**src/rtl/fv_fifo_drain.sv**
```systemverilog
// Read-side drain controller for the FV info FIFO: pops a commanded burst of entries
// and streams them downstream through a 2-entry skid buffer that absorbs the read latency.
module fv_fifo_drain #(
    parameter int unsigned LEN_W  = 16,
    parameter int unsigned DATA_W = 32  // $bits(FV_info2FV_FIFO)
) (
    input  logic              wclk,
    input  logic              rst,
    input  logic              i_cmd_valid,
    input  logic [LEN_W-1:0]  i_cmd_len,
    output logic              o_cmd_ready,
    input  logic              i_fifo_rempty,
    output logic              o_fifo_rinc,
    input  logic [DATA_W-1:0] i_fifo_rdata,
    output logic              o_out_valid,
    input  logic              i_out_ready,
    output logic [DATA_W-1:0] o_out_data,
    output logic              o_busy,
    output logic              o_done,
    output logic [LEN_W-1:0]  o_drained_cnt
);

    localparam int unsigned BUF_DEPTH = 2;

    typedef enum logic [1:0] {
        StIdle,
        StDrain,
        StDone
    } state_e;

    state_e              r_state;
    logic [LEN_W-1:0]    r_len;
    logic [LEN_W-1:0]    r_issued;
    logic [LEN_W-1:0]    r_drained;
    logic                r_inflight;
    logic [DATA_W-1:0]   r_buf [BUF_DEPTH];
    logic                r_head;
    logic [1:0]          r_buf_cnt;

    logic                w_pop;
    logic                w_rinc;
    logic                w_wptr;
    logic [2:0]          w_occ;

    always_comb begin
        w_pop  = (r_buf_cnt != 2'd0) & i_out_ready;
        // Credit: buffered + in-flight entries after this cycle's pop must leave room.
        w_occ  = 3'(r_buf_cnt) + 3'(r_inflight) - 3'(w_pop);
        w_rinc = (r_state == StDrain) & ~i_fifo_rempty & (r_issued < r_len)
                 & (w_occ < 3'(BUF_DEPTH));
        // An arriving read always finds buf_cnt <= 1, so the tail is head ^ cnt[0].
        w_wptr = r_head ^ r_buf_cnt[0];
    end

    always_ff @(posedge wclk) begin
        if (rst) begin
            r_state    <= StIdle;
            r_len      <= '0;
            r_issued   <= '0;
            r_drained  <= '0;
            r_inflight <= 1'b0;
            r_head     <= 1'b0;
            r_buf_cnt  <= 2'd0;
            for (int i = 0; i < BUF_DEPTH; i++) begin
                r_buf[i] <= '0;
            end
        end else begin
            r_inflight <= w_rinc;
            if (r_inflight) begin
                r_buf[w_wptr] <= i_fifo_rdata;
            end
            r_head    <= r_head ^ w_pop;
            r_buf_cnt <= r_buf_cnt + {1'b0, r_inflight} - {1'b0, w_pop};
            if (w_rinc) begin
                r_issued <= r_issued + LEN_W'(1);
            end
            if (w_pop) begin
                r_drained <= r_drained + LEN_W'(1);
            end

            unique case (r_state)
                StIdle: begin
                    if (i_cmd_valid) begin
                        r_len     <= i_cmd_len;
                        r_issued  <= '0;
                        r_drained <= '0;
                        r_state   <= (i_cmd_len != '0) ? StDrain : StDone;
                    end
                end
                StDrain: begin
                    if (w_pop && (r_drained == r_len - LEN_W'(1))) begin
                        r_state <= StDone;
                    end
                end
                StDone: begin
                    r_state <= StIdle;
                end
                default: begin
                    r_state <= StIdle;
                end
            endcase
        end
    end

    assign o_cmd_ready   = (r_state == StIdle);
    assign o_busy        = (r_state != StIdle);
    assign o_done        = (r_state == StDone);
    assign o_fifo_rinc   = w_rinc;
    assign o_out_valid   = (r_buf_cnt != 2'd0);
    assign o_out_data    = r_buf[r_head];
    assign o_drained_cnt = r_drained;

endmodule

```
**config.mk**
```make
export PLATFORM = sky130hd
export DESIGN_NAME = fv_fifo_drain
export DESIGN_NICKNAME = d
export VERILOG_FILES = /design/src/rtl/fv_fifo_drain.sv
export SDC_FILE = /design/constraint.sdc
export NUM_CORES = 1
export LEC_CHECK = 0
export CAP_MARGIN = 20
export CORE_AREA = 2 2 121 111
export CTS_CLUSTER_DIAMETER = 30
export CTS_CLUSTER_SIZE = 40
export DETAILED_ROUTE_END_ITERATION = 16
export DIE_AREA = 0 0 123 113
export PLACE_DENSITY = 0.75
export SYNTH_ARGS = -nofsm -noshare
export SYNTH_HDL_FRONTEND = slang
export SYNTH_SLANG_ARGS = --single-unit
```
**constraint.sdc**
```tcl
create_clock -name wclk -period 4.4 [get_ports wclk]
set_clock_uncertainty 0.1 [all_clocks]
set_input_delay 0.44 -clock wclk [delete_from_list [all_inputs] [get_ports wclk]]
set_output_delay 0.44 -clock wclk [all_outputs]
set_load 0.05 [all_outputs]
```
==> reports/results.tsv <==
metric	value	unit
outcome	complete, no violations	
synth unique cells	55	
startpoint of the lowest-slack register-to-register path	r_buf_cnt[1]	
final setup violation count	0	
PwrDens	445	nW/µm²
area of the die	13900	µm²
finished layout cell area	7900	µm²
average detailed-routed wire length per instance	16.7	µm
worst setup margin	0.552	ns
overall overflow remaining after global route	0	
worst skew pair latency	0.41	ns
cell class contributing the biggest share of worst-path delay	adder cells	
achievable frequency	260	MHz
Crit Path Class	in -> out	
Post-synth EDFFs	64	
critical path capture point type	primary output	
NumNets Final	782	
floorplan die height	113	µm
Setup Total Neg Slack	0	ns
global-route wire length before repair	24000	µm
Avg Vias per Cell	5.59	
launching element type of the critical path	input pin	
proportion of netlist area held by the largest area contributor	31.1	%
library cell used as clock root buffer	clkbuf_16	
half-perimeter wire length after detailed placement	10300	µm
commonest non-fill, non-tap cell in the layout	clkdlybuf4s50_1	
setup slack, reg-to-reg	1.16	ns
dpl cells	853	
Gate Count Post-Synth	611	
Critical Path AT	3.31	ns
Data required, critical path	3.86	ns
dpl cell area	7350	µm²
cts bufs inserted	17	
total detailed-routing wirelength	14800	µm
cells along the critical path	clkdlybuf4s50_1 > o21ai_1 > inv_1 > ha_1 > inv_1 > ha_1 > fa_1 > nor3_1 > nand3_1 > a221oi_2 > o21ai_2 > nor2_1 > buf_12	
Initial Utilization	49.0	%
Tightest Hold Check Type	reg -> reg	
end of the worst register-to-register path	r_issued[15]	
top cell type by total area after synthesis	edfxtp_1	
number of slew-limit violations in the final report	0	
RSZ-0062 raised after global routing	no	
routability congestion estimate from global placement	0.923	
peak-usage layer in the global routing report	met2	
ys flop type	edfxtp_1	
count of buffers added by post-CTS timing repair for setup	0	
share of the clock period used by the worst path	87.5	%
Relative slew margins	27.7	%
most area-consuming cells after synthesis	edfxtp_1, dfxtp_1, and2_1	
fraction of final layout cells sized beyond drive strength 1	10.8	%
Antenna Violating Nets Remaining	0	
met1 global-route usage	27.7	%
met2 routing resource usage after global routing	36.8	%
Post-CTS Hold Buffers	0	
cts repair resizes	0	
slowest cell on the critical path	clkdlybuf4s50_1	
post-route insts no fill	885	
First-pass DRT Iterations	5	
Floorplan Core Area	12600	µm²
Max stage delay on crit path	0.46	ns
share of synthesized area occupied by flip-flops and latches	48.7	%
number of global-route vias before repair	5027	
clock tree from TritonCTS	yes	
hold violation count in the final report	0	
min Tclk post-route	3.85	ns
routing usage on met3	4.84	%
worst-path maximum fanout	10	
horizontal extent of the die	123	µm
critical path buffer and inverter count	4	
register bit count reported by yosys	118	
max-cap violation count	0	
actual slew at the worst max-slew pin	1.08	ns
count of routing violations after the opening detailed-route iteration	407	
count of standard-cell rows	39	
total power of the final layout	3.52	mW
final-layout worst hold slack	0.403	ns
TritonCTS sink count	118	
critical path startpoint	i_out_ready	
most used cells in the layout excluding fill and tap cells	clkdlybuf4s50_1, and2_1, nand2_1	
clk slew on worst S/H paths	0.06	ns
global router's overall resource usage	22.1	%
I/O pin total	106	
Port-buffer cells	105	
detailed-route via count	4949	
worst setup slack after placement	0.631	ns
depth of the critical timing path with buffers and inverters included	13	
largest buffer count on any clock path	2	
worst IR drop on VDD	307	µV
Worst setup endpoint	o_fifo_rinc	
share of the core filled with cells	62.8	%
number of cells traversed by the worst register-to-register path	12	
Yosys Warn Count	0	
synthesized cell area	6170	µm²
largest net degree at the start of global routing	34	
# DRC	0	
number of antenna violations at the first check in global routing	0	
area overhead of the layout relative to synthesis	28.1	%
H-tree level count	4	
number of diodes	0	
ys async rst share	0	%
Avg Cell Area, Syn	10.1	µm²
net count after synthesis	685	
leakage power of the design	3.01	nW
-- registers in the layout, summed over array words and instances, names as in the netlist --
| name | cells |
|---|---|
| r_issued | 16 |
| r_buf_cnt | 2 |
| r_buf | 64 |
| o_drained_cnt | 16 |
| r_state | 2 |
| r_inflight | 1 |
| r_head | 1 |
| r_len | 16 |
-- worst reg2reg max path, stage by stage, from the launching register on --
cell	delay, ns
dfxtp_1	0.34
o21ai_1	0.19
inv_1	0.11
ha_1	0.29
inv_1	0.05
ha_1	0.20
fa_1	0.45
nor3_1	0.14
nand3_1	0.13
a221oi_2	0.25
o21ai_2	0.19
or4_1	0.55
mux2i_1	0.13
-- power by group --
group | internal (mW) | switching (mW)
registers | 1.23 | 0.0692
clock network | 0.776 | 0.496
logic | 0.379 | 0.571
-- layout make-up --
class | count | area [µm²]
fillers | 967 | 4690
multi-input cells | 436 | 2940
clock inverters | 15 | 129
repair buffers | 111 | 1110
well taps | 164 | 205
clock buffers | 17 | 425
inverters | 24 | 90.1
flip-flops and latches | 118 | 3000
-- layer usage --
metal  vias to the layer above  part of all wire [%]
met4                         0                   2.6
met3                        36                   5.3
met1                      2381                    42
li1                       2372                     -
met5                         -                     0
met2                       160                    50
-- synth_stat cells (all sizes together), types with 3 or more instances --
cell     n
a21o     3
a21oi   30
a31o     7
a31oi    9
a41oi    4
and2    69
and3     4
and4     6
buf      7
clkbuf  26
dfxtp   54
edfxtp  64
ha      20
inv     24
mux2    32
mux2i    7
nand2   67
nand2b   3
nand3   14
nand4   10
nor2    40
nor2b    6
nor3    13
nor4    10
nor4b    4
o21ai   10
or3      9
or4      4
xnor2   16
xor2    17
-- cell families after synthesis --
family | share of synthesized area [%]
DFF | 48.7
xor gates and xnor gates | 4.68
buffers and inverters | 3.71
AOI/OAI and AO/OA | 7.91
and+or+nand+nor | 23.7
adders and majority gates | 4.38
muxes | 6.97
-- how the worst min path moves through the flow --
stage / start / to / slack [ns] / cells past startpoint
after floorplan: r_issued[15] / r_issued[15] / 0.35 / 2
after global placement: r_issued[12] / r_issued[12] / 0.38 / 2
after detailed placement: r_issued[7] / r_issued[7] / 0.40 / 2
after CTS: r_issued[7] / r_issued[7] / 0.41 / 2
after global routing: r_len[15] / r_len[15] / 0.42 / 2
final: r_issued[7] / r_issued[7] / 0.40 / 2
Note: power is estimated with default switching activity, not from simulation.
